File: src/rtl/ram_bist_pkg.sv
// ram_bist_pkg
//   Shared types for the RAM march-test BIST controller.
//   - bist_state_e : controller phases, one per march element plus DRAIN and DONE
//   - march_op_t   : what the current cycle does on the RAM port {rd, wr, inv}
//   - ERR_W        : width of the saturating mismatch counter
//   - march_op()   : decodes (state, phase) into the RAM operation for that cycle

package ram_bist_pkg;

    localparam int ERR_W = 8;

    typedef enum logic [2:0] {
        IDLE,
        W_INIT,
        RW_UP,
        RW_DN,
        R_FIN,
        DRAIN,
        DONE
    } bist_state_e;

    typedef struct packed {
        logic rd;   // read and compare this cycle
        logic wr;   // write this cycle
        logic inv;  // data is ~PATTERN instead of PATTERN
    } march_op_t;

    // RW_UP and RW_DN take two cycles per address: phase 0 reads, phase 1 writes.
    function automatic march_op_t march_op(input bist_state_e st, input logic phase);
        march_op_t op;
        op = '0;
        case (st)
            W_INIT: op.wr = 1'b1;
            RW_UP: begin
                if (!phase) begin
                    op.rd = 1'b1;
                end else begin
                    op.wr  = 1'b1;
                    op.inv = 1'b1;
                end
            end
            RW_DN: begin
                if (!phase) begin
                    op.rd  = 1'b1;
                    op.inv = 1'b1;
                end else begin
                    op.wr = 1'b1;
                end
            end
            R_FIN:   op.rd = 1'b1;
            default: op = '0;
        endcase
        return op;
    endfunction

endpackage

File: src/rtl/ram_bist_checker.sv
// ram_bist_checker
//   Compare pipeline for the march test. Each issued read pushes {valid, expected,
//   address} into a RD_LATENCY+1 deep shift register that runs in parallel with the
//   registered RAM drivers, so the last stage lines up with ram_dout_i.
//   Ports:
//     clk, rst           clock, asynchronous active-high reset
//     clr_i              clear results at the start of a new test
//     vld_i/exp_i/addr_i read being issued this cycle, its expected data and address
//     ram_dout_i         RAM read data
//     err_count_o        saturating mismatch count
//     fail_addr_o        address of the first mismatch (0 if none)
//     mismatch_o         a valid compare slot disagrees with ram_dout_i this cycle

module ram_bist_checker
    import ram_bist_pkg::*;
#(
    parameter int AW         = 6,
    parameter int DW         = 8,
    parameter int RD_LATENCY = 1
) (
    input  logic             clk,
    input  logic             rst,
    input  logic             clr_i,
    input  logic             vld_i,
    input  logic [DW-1:0]    exp_i,
    input  logic [AW-1:0]    addr_i,
    input  logic [DW-1:0]    ram_dout_i,
    output logic [ERR_W-1:0] err_count_o,
    output logic [AW-1:0]    fail_addr_o,
    output logic             mismatch_o
);

    localparam int DEPTH = RD_LATENCY + 1;

    logic [DEPTH-1:0] vld_q;
    logic [DW-1:0]    exp_q [DEPTH];
    logic [AW-1:0]    tag_q [DEPTH];
    logic [ERR_W-1:0] err_q, err_d;
    logic [AW-1:0]    fail_q, fail_d;

    always_ff @(posedge clk or posedge rst) begin
        if (rst) begin
            vld_q  <= '0;
            err_q  <= '0;
            fail_q <= '0;
        end else begin
            vld_q  <= clr_i ? '0 : {vld_q[DEPTH-2:0], vld_i};
            err_q  <= err_d;
            fail_q <= fail_d;
        end
    end

    // NOTE: data/address stages carry no reset; they are only ever looked at
    // through their valid bit, so resetting them would buy nothing.
    always_ff @(posedge clk) begin
        exp_q[0] <= exp_i;
        tag_q[0] <= addr_i;
        for (int i = 1; i < DEPTH; i++) begin
            exp_q[i] <= exp_q[i-1];
            tag_q[i] <= tag_q[i-1];
        end
    end

    assign mismatch_o = vld_q[DEPTH-1] && (ram_dout_i != exp_q[DEPTH-1]);

    always_comb begin
        err_d  = err_q;
        fail_d = fail_q;
        if (clr_i) begin
            err_d  = '0;
            fail_d = '0;
        end else if (mismatch_o) begin
            // Counter never wraps, so zero means "no mismatch seen yet".
            if (err_q == '0) fail_d = tag_q[DEPTH-1];
            if (err_q != '1) err_d  = err_q + 1'b1;
        end
    end

    assign err_count_o = err_q;
    assign fail_addr_o = fail_q;

endmodule

File: src/rtl/ram_bist_ctrl.sv
// ram_bist_ctrl
//   March-test BIST initiator for a single-port RAM. Sequence:
//   W_INIT (w P up), RW_UP (r P, w ~P up), RW_DN (r ~P, w P down), R_FIN (r P up),
//   then DRAIN flushes the compare pipeline and DONE holds the result.
//   The FSM prepares one op per cycle; the RAM pins are registered copies of it.
//   Build option: define BIST_STOP_ON_FAIL_EN to abort into DRAIN on the first mismatch.
//   Ports:
//     clk, rst              clock, asynchronous active-high reset
//     start                 1-cycle request, honoured only in IDLE or DONE
//     busy, done, pass      run status; pass = done with zero mismatches
//     err_count, fail_addr  saturating mismatch count, first failing address
//     ram_we/addr/din       registered RAM drivers
//     ram_dout              RAM read data

module ram_bist_ctrl
    import ram_bist_pkg::*;
#(
    parameter int            AW         = 6,
    parameter int            DW         = 8,
    parameter int            RD_LATENCY = 1,
    parameter logic [DW-1:0] PATTERN    = 8'h55
) (
    input  logic             clk,
    input  logic             rst,
    input  logic             start,
    output logic             busy,
    output logic             done,
    output logic             pass,
    output logic [ERR_W-1:0] err_count,
    output logic [AW-1:0]    fail_addr,
    output logic             ram_we,
    output logic [AW-1:0]    ram_addr,
    output logic [DW-1:0]    ram_din,
    input  logic [DW-1:0]    ram_dout
);

`ifdef BIST_STOP_ON_FAIL_EN
    localparam bit STOP_ON_FAIL = 1'b1;
`else
    localparam bit STOP_ON_FAIL = 1'b0;
`endif

    localparam logic [AW-1:0] ADDR_MAX = '1;
    localparam int            DCW      = $clog2(RD_LATENCY + 1) + 1;

    bist_state_e    state_q, state_d;
    logic [AW-1:0]  addr_q, addr_d;
    logic           phase_q, phase_d;
    logic [DCW-1:0] drain_q, drain_d;
    logic           busy_q, busy_d;
    logic           clr;
    logic           ram_we_q;
    logic [AW-1:0]  ram_addr_q;
    logic [DW-1:0]  ram_din_q;
    logic           mismatch;
    march_op_t      cur_op;
    logic [DW-1:0]  cur_data;

    assign cur_op   = march_op(state_q, phase_q);
    assign cur_data = cur_op.inv ? ~PATTERN : PATTERN;

    always_comb begin
        // NOTE: every output of this block gets a default first, so no path
        // through the case statement can leave a latch behind.
        state_d = state_q;
        addr_d  = addr_q;
        phase_d = phase_q;
        drain_d = drain_q;
        clr     = 1'b0;

        case (state_q)
            IDLE, DONE: begin
                if (start) begin
                    state_d = W_INIT;
                    addr_d  = '0;
                    phase_d = 1'b0;
                    clr     = 1'b1;
                end
            end
            W_INIT: begin
                if (addr_q == ADDR_MAX) begin
                    state_d = RW_UP;
                    addr_d  = '0;
                end else begin
                    addr_d = addr_q + 1'b1;
                end
            end
            RW_UP: begin
                phase_d = ~phase_q;
                if (phase_q) begin
                    if (addr_q == ADDR_MAX) state_d = RW_DN;  // descend from the top
                    else                    addr_d  = addr_q + 1'b1;
                end
            end
            RW_DN: begin
                phase_d = ~phase_q;
                if (phase_q) begin
                    if (addr_q == '0) state_d = R_FIN;        // ascend from address 0
                    else              addr_d  = addr_q - 1'b1;
                end
            end
            R_FIN: begin
                if (addr_q == ADDR_MAX) begin
                    state_d = DRAIN;
                    drain_d = '0;
                end else begin
                    addr_d = addr_q + 1'b1;
                end
            end
            DRAIN: begin
                if (drain_q == DCW'(RD_LATENCY)) state_d = DONE;
                else                             drain_d = drain_q + 1'b1;
            end
            default: state_d = IDLE;
        endcase

        if (STOP_ON_FAIL && mismatch && (state_q inside {W_INIT, RW_UP, RW_DN, R_FIN})) begin
            state_d = DRAIN;
            drain_d = '0;
        end

        // Rises one edge after the start edge and drops on the edge done rises.
        busy_d = (state_q != IDLE) && (state_q != DONE) && (state_d != DONE);
    end

    always_ff @(posedge clk or posedge rst) begin
        if (rst) begin
            state_q    <= IDLE;
            addr_q     <= '0;
            phase_q    <= 1'b0;
            drain_q    <= '0;
            busy_q     <= 1'b0;
            ram_we_q   <= 1'b0;
            ram_addr_q <= '0;
            ram_din_q  <= '0;
        end else begin
            // NOTE: non-blocking assignments keep every register sampling the
            // pre-edge values, independent of statement order.
            state_q    <= state_d;
            addr_q     <= addr_d;
            phase_q    <= phase_d;
            drain_q    <= drain_d;
            busy_q     <= busy_d;
            ram_we_q   <= cur_op.wr;
            ram_addr_q <= addr_q;
            if (cur_op.wr) ram_din_q <= cur_data;
        end
    end

    // Read slots enter the checker on the same edge the op reaches the RAM pins.
    ram_bist_checker #(
        .AW         (AW),
        .DW         (DW),
        .RD_LATENCY (RD_LATENCY)
    ) u_checker (
        .clk         (clk),
        .rst         (rst),
        .clr_i       (clr),
        .vld_i       (cur_op.rd),
        .exp_i       (cur_data),
        .addr_i      (addr_q),
        .ram_dout_i  (ram_dout),
        .err_count_o (err_count),
        .fail_addr_o (fail_addr),
        .mismatch_o  (mismatch)
    );

    assign busy     = busy_q;
    assign done     = (state_q == DONE);
    assign pass     = done && (err_count == '0);
    assign ram_we   = ram_we_q;
    assign ram_addr = ram_addr_q;
    assign ram_din  = ram_din_q;

endmodule

File: config.mk
export PLATFORM = sky130hd
export DESIGN_NAME = ram_bist_ctrl
export DESIGN_NICKNAME = d
export VERILOG_FILES = /design/src/rtl/ram_bist_pkg.sv /design/src/rtl/ram_bist_checker.sv /design/src/rtl/ram_bist_ctrl.sv
export SDC_FILE = /design/constraint.sdc
export NUM_CORES = 1
export LEC_CHECK = 0
export ABC_AREA = 1
export CORE_MARGIN = 4
export CORE_UTILIZATION = 55
export CTS_BUF_LIST = sky130_fd_sc_hd__clkbuf_4
export DETAILED_ROUTE_END_ITERATION = 12
export MAX_ROUTING_LAYER = met4
export PLACE_DENSITY = 0.82
export REMOVE_ABC_BUFFERS = 1
export SYNTH_ARGS = -nofsm -noshare
export SYNTH_HDL_FRONTEND = slang
export SYNTH_SLANG_ARGS = --single-unit
File: constraint.sdc
create_clock -name clk -period 1.95 [get_ports clk]
set_clock_uncertainty 0.05 [all_clocks]
set_input_delay 0.195 -clock clk [delete_from_list [all_inputs] [get_ports clk]]
set_output_delay 0.195 -clock clk [all_outputs]
set_load 0.01 [all_outputs]
==> impl_metrics.py, run 1 <==
metrics = {
    "run_status": {
        "status": "finished, final reports clean",
    },
    "sta": {
        "finalSetupViolCount": 0,
        "drv_slew": 0,
        "rsz0062_at_grt": "false",
        "worstMarginPinSlew_ns": 0.494,
        "maxSlewHeadroom_pct": 67.1,
        "fmax_ghz": 0.564,
        "setup_tns_ns": 0,
        "min_period_ns": 1.77,
        "timing.final.hold_violations": 0,
        "finalCritPeriodShare_pct": 91.0,
    },
    "synthesis": {
        "syn_area_per_cell_um2": 7.99,
        "synthTopCellsByCount": "nand2_1, inv_1, dfrtp_1, nor2_1, nand3_1",
        "yosysMostFrequentCell": "nand2_1",
        "async_flop_share_pct": 70.4,
        "synth_cells": 337,
        "synth-seq-cells": 54,
        "yosysTopAreaCellShare_pct": 35.3,
        "synth_top_cell_by_area": "dfrtp_1",
        "ys_types": 32,
        "syn_area_mm2": 0.00269,
        "seq_area_frac_synth_pct": 47.2,
        "netlist_top_cells_area": "dfrtp_1, nand2_1, dfxtp_1, inv_1, nand3_1",
        "synth_edf_count": 0,
        "yosysWarnings": 0,
        "ys.flop_type": "dfrtp_1",
    },
    "worst_setup_path": {
        "crit_path_end_kind": "register",
        "critPathKind": "reg2reg",
        "path_max_fanout": 9,
        "crit_path_start_kind": "register",
        "arrival_ns": 2.03,
        "critPathRequiredTime_ns": 2.21,
    },
    "routing": {
        "route.detailed.drc": 0,
        "dr.pass1.iters": 4,
        "final_antenna_net_count": 0,
        "via_per_inst": 4.95,
        "drt-wirelength-per-cell_um": 12.2,
        "vias": 2223,
        "drt_wl_total_mm": 5.48,
        "drt-initial-drc-count": 123,
    },
    "global_routing": {
        "grt_pass1_vias": 2185,
        "grt.overflow.total": 0,
        "track_usage_pct": 20.4,
        "antenna_found_initial": 0,
        "grt_first_pass_wirelength_mm": 9.65,
        "grt_max_degree": 39,
    },
    "power_and_ir_drop": {
        "seq_power_share_pct": 43.2,
        "pwr-share-clk_pct": 15.3,
        "power.leakage_nw": 1.59,
        "internal-power_mw": 2.17,
        "switching_share_pct": 38.2,
        "ir_worst_vdd_mv": 0.641,
        "powerDensity_mw_per_mm2": 1080,
        "power_frac_comb_pct": 41.5,
        "p_sw_mw": 1.34,
    },
    "cells_and_area": {
        "diodes": 0,
        "drive_gt1_share_pct": 12.6,
        "final_util_pct": 68.6,
        "final_cell_area_mm2": 0.00324,
        "syn2layout_area_growth_pct": 20.3,
        "nNetsFinal": 399,
    },
    "cts": {
        "cts_hold_buf": 0,
        "cts_sinks": 54,
        "clk_pin_slew_ns": 0.17,
        "cts_buffer_depth": 2,
        "cts_tree": "done",
        "root_buffer": "clkbuf_4",
        "clkLatencyLatePin_ns": 0.38,
        "htree_levels": 2,
        "cts_buffers": 5,
    },
    "floorplan": {
        "die-width_um": 78.0,
        "dieArea_mm2": 0.00608,
        "num_rows": 25,
        "die_y_um": 78.0,
        "start_util_pct": 57.0,
        "io_pins": 43,
        "core_area_mm2": 0.00472,
    },
    "worst_hold_path": {
        "hp-class": "in2async",
    },
    "placed_design": {
        "gp_congestion": 0.907,
        "io_buffer_count": 42,
        "dp_hpwl_mm": 4.03,
        "placed_cell_area_mm2": 0.00315,
    },
    "job": {
        "drv_cap": 0,
    },
}
worst max-delay path, stage by stage, from the launching register on:
cell	delay, ns
dfrtp_1	0.41
buf_4	0.13
ha_1	0.17
nand3_1	0.15
nor3_2	0.20
nand3_1	0.12
nand3_2	0.21
nand2_4	0.12
nand2_1	0.09
nand2_1	0.05
placed cells by master (no fill, tap or decap), types with 5 or more instances in the layout:
| cell | netlist | layout |
|---|---|---|
| inv_1 | 39 | 39 |
| ha_1 | 7 | 7 |
| xor2_1 | 5 | 5 |
| nand3_1 | 29 | 29 |
| clkbuf_4 | 0 | 5 |
| dfxtp_1 | 16 | 16 |
| nor2_1 | 32 | 32 |
| a21oi_1 | 8 | 8 |
| inv_2 | 7 | 7 |
| clkdlybuf4s50_1 | 0 | 40 |
| nor3_1 | 5 | 5 |
| o21ai_0 | 10 | 10 |
| dfrtp_1 | 38 | 36 |
| nand2_2 | 7 | 7 |
| nand2_1 | 91 | 91 |
| buf_4 | 8 | 5 |
| nand4_1 | 7 | 7 |
per-layer routing:
metal,vias to the layer above,routed length (um),GRT usage [%]
met5,-,0,-
met1,1030,2530,24.5
li1,1145,-,-
met3,8,181,3.48
met2,40,2700,34.2
met4,0,67,7.87
final timing paths:
check                                                end                startpoint  cells past startpoint  slack, ns
worst max-delay path            u_checker.err_count_o[6]  u_checker.err_count_o[1]                      9       0.18
worst min-delay path            u_checker.err_count_o[2]                       rst                      3       0.15
worst max register to register  u_checker.err_count_o[6]  u_checker.err_count_o[1]                      9       0.18
worst min register to register     u_checker.tag_q[0][8]     u_checker.tag_q[0][2]                      0       0.28
max in group asynchronous                     state_q[1]                       rst                      3       1.33
min in group clk                   u_checker.tag_q[0][8]     u_checker.tag_q[0][2]                      0       0.28
cells by family after synthesis:
logic type	share of synthesized area [%]
simple gates	32.4
buf+inv	9.67
flops	47.2
compound gates	5.16
xor+xnor	2.28
fa+ha+maj	3.25
state kept, by name, indices dropped and copies added (netlist names):
signal and cells:
addr_q 6, ram_addr 6, drain_q 2, ram_din 2, state_q 3, u_checker.vld_q 2, ram_we 1, u_checker.exp_q 4
busy 1, u_checker.err_count_o 8, u_checker.fail_addr_o 6, phase_q 1, u_checker.tag_q 12
power groups by stage:
stage	Combinational, mW	Sequential [mW]	Clock (mW)
floorplan	0.707	1.62	0
global placement	1.38	1.55	0
detailed placement	1.41	1.56	0
CTS	1.45	1.52	0.561
global route	1.61	1.56	0.612
finish	1.46	1.51	0.539
final cells by class:
type,count,area [um2]
tap,67,83.8
inverter,46,173
clock inverter,3,28.8
sequential,54,1270
timing repair buffer,48,475
clock buffer,5,37.5
multi-input combinational,226,1170
fill,390,1480
metrics by stage:
stage / setup slack [ns] / total power [mW] / hold WS [ns] / std cells
6_report: 0.176 / 3.51 / 0.149 / 449
5_1_grt: 0.0170 / 3.79 / 0.174 / 449
4_1_cts: 0.00110 / 3.53 / 0.158 / 448
3_5_place_dp: 0.149 / 2.97 / 0.262 / 439
3_3_place_gp: 0.191 / 2.93 / 0.261 / 439
2_1_floorplan: 0.391 / 2.33 / 0.260 / 326
repair_timing:
item,4_1_cts,5_1_grt
cloned,0,0
setup buffers,1,1
setup endpoints to repair,2,2
gates resized for setup,6,3
Note: power is estimated with default switching activity, not from simulation.
==> run 2, diff against run 1 <==
CORE_MARGIN = 2   (was 4)
CTS_CLUSTER_DIAMETER = 60   (was not set)
==> impl_metrics.py, run 2 (synthesized netlist as in run 1, its figures left out) <==
metrics = {
    "sta": {
        "maxSlewHeadroom_pct": 68.0,
        "setup_tns_ns": 0,
        "worstMarginPinSlew_ns": 0.480,
        "finalCritPeriodShare_pct": 91.4,
        "timing.final.hold_violations": 0,
        "fmax_ghz": 0.561,
        "rsz0062_at_grt": "false",
        "min_period_ns": 1.78,
        "finalSetupViolCount": 0,
        "drv_slew": 0,
    },
    "power_and_ir_drop": {
        "switching_share_pct": 38.6,
        "pwr-share-clk_pct": 15.3,
        "p_sw_mw": 1.36,
        "powerDensity_mw_per_mm2": 1090,
        "p_total_mw": 3.53,
        "seq_power_share_pct": 42.7,
        "power.leakage_nw": 1.59,
        "ir_worst_vdd_mv": 0.569,
        "power_frac_comb_pct": 42.0,
        "internal-power_mw": 2.17,
    },
    "cts": {
        "htree_levels": 2,
        "clkLatencyLatePin_ns": 0.39,
        "cts_tree": "done",
        "root_buffer": "clkbuf_4",
        "cts_sinks": 54,
        "clk_pin_slew_ns": 0.16,
        "cts_buffers": 5,
        "cts_buffer_depth": 2,
    },
    "global_routing": {
        "antenna_found_initial": 0,
        "grt.overflow.total": 0,
        "grt_max_degree": 39,
        "grt_pass1_vias": 2061,
        "grt_first_pass_wirelength_mm": 9.26,
        "track_usage_pct": 22.5,
    },
    "routing": {
        "wl_met1_mm": 2.43,
        "vias": 2282,
        "route.detailed.drc": 0,
        "final_antenna_net_count": 0,
        "dr.pass1.iters": 4,
        "dr_wl_met3_um": 206,
        "highest_layer": "met4",
        "drt-initial-drc-count": 123,
        "drt-wirelength-per-cell_um": 12.1,
        "drt_wl_total_mm": 5.47,
        "via_per_inst": 5.07,
        "wl_met2_mm": 2.73,
    },
    "cells_and_area": {
        "layout_common_cells": "nand2_1, clkdlybuf4s50_1, inv_1",
        "drive_gt1_share_pct": 12.5,
        "largest_reg_flops": 12,
        "final_common_cell": "nand2_1",
        "nNetsFinal": 400,
        "syn2layout_area_growth_pct": 20.2,
        "top_register": "u_checker.tag_q",
        "diodes": 0,
        "final_cell_area_mm2": 0.00324,
    },
    "floorplan": {
        "die_y_um": 74.0,
        "io_pins": 43,
        "dieArea_mm2": 0.00547,
        "core_area_mm2": 0.00472,
        "die-width_um": 74.0,
        "start_util_pct": 57.0,
        "num_rows": 25,
    },
    "job": {
        "drv_cap": 0,
    },
    "worst_hold_path": {
        "hp-class": "in2async",
    },
    "worst_setup_path": {
        "crit_path_start_kind": "register",
        "crit_start": "u_checker.err_count_o[1]",
        "crit_path_end_kind": "output port",
        "path_max_fanout": 4,
        "critPathKind": "reg2out",
        "path_cells": "inv_1, ha_1, inv_1, nor4_1, clkbuf_2",
        "crit_buf_inv": 3,
        "arrival_ns": 1.54,
        "cp_top_family": "flip-flops",
        "crit_top_cell": "inv_1",
        "critPathRequiredTime_ns": 1.70,
        "timing.rr.start": "addr_q[1]",
        "worst_path_largest_cell_delay_ns": 0.44,
        "crit_slowest_cell": "dfrtp_1",
    },
    "placed_design": {
        "io_buffer_count": 42,
        "placed_cell_area_mm2": 0.00315,
        "gp_congestion": 0.879,
        "dp_hpwl_mm": 3.91,
    },
    "run_status": {
        "status": "finished, final reports clean",
    },
}
## run 2: cell count changes in the layout (fill, tap and decap cells not counted), sizes merged
cell and delta:
clkbuf +1
## run 2: per-stage QoR
stage	util [%]	setup slack, ns	instances	hold WS [ns]
floorplan	-	0.391	326	0.260
global placement	66.6	0.179	440	0.260
detailed placement	66.6	0.171	440	0.262
CTS	68.2	0.0484	449	0.161
global route	68.5	0.0659	450	0.193
finish	68.5	0.167	450	0.153
## run 2: path summary, 6_finish.rpt
check / depth (start not counted) / endpoint / slack, ns
setup reg to reg: 10 / addr_q[5] / 0.19
hold reg to reg: 0 / u_checker.exp_q[0][14] / 0.29
setup / recovery: 5 / pass / 0.17
max in group asynchronous: 3 / state_q[0] / 1.33
min in group clk: 0 / u_checker.exp_q[0][14] / 0.29
hold / removal: 3 / u_checker.err_count_o[3] / 0.15
## run 2: cell type report
| type | instances | area, um2 |
|---|---|---|
| Sequential cell | 54 | 1270 |
| Multi-Input combinational cell | 226 | 1170 |
| Inverter | 46 | 173 |
| Fill cell | 369 | 1490 |
| Clock inverter | 3 | 28.8 |
| Tap cell | 67 | 83.8 |
| Clock buffer | 5 | 37.5 |
| Timing Repair Buffer | 49 | 470 |
## run 2: tightest hold or removal path: cells and delay by family
family / cells / cell delay, ns
buffers and inverters: 3 / 0.86
## run 2: what timing repair did
action / in CTS / in global routing
gates cloned: 0 / 0
hold buffers: 0 / 0
endpoints found under the hold margin: 0 / 0
buffers inserted: 1 / 1
gates resized for setup: 3 / 5
endpoints found under the setup margin: 2 / 3
## run 2: metal layers
| metal | GRT usage [%] | up-vias |
|---|---|---|
| met3 | 3.52 | 17 |
| met5 | - | - |
| met4 | 6.06 | 0 |
| met1 | 29.3 | 1062 |
| li1 | - | 1147 |
| met2 | 36.7 | 56 |
## run 2: power groups by stage
| stage | Combinational (mW) | Sequential (mW) | Clock, mW |
|---|---|---|---|
| floorplan | 0.707 | 1.62 | 0 |
| global placement | 1.39 | 1.53 | 0 |
| detailed placement | 1.42 | 1.55 | 0 |
| CTS | 1.46 | 1.51 | 0.548 |
| global route | 1.65 | 1.54 | 0.592 |
| finish | 1.48 | 1.51 | 0.541 |
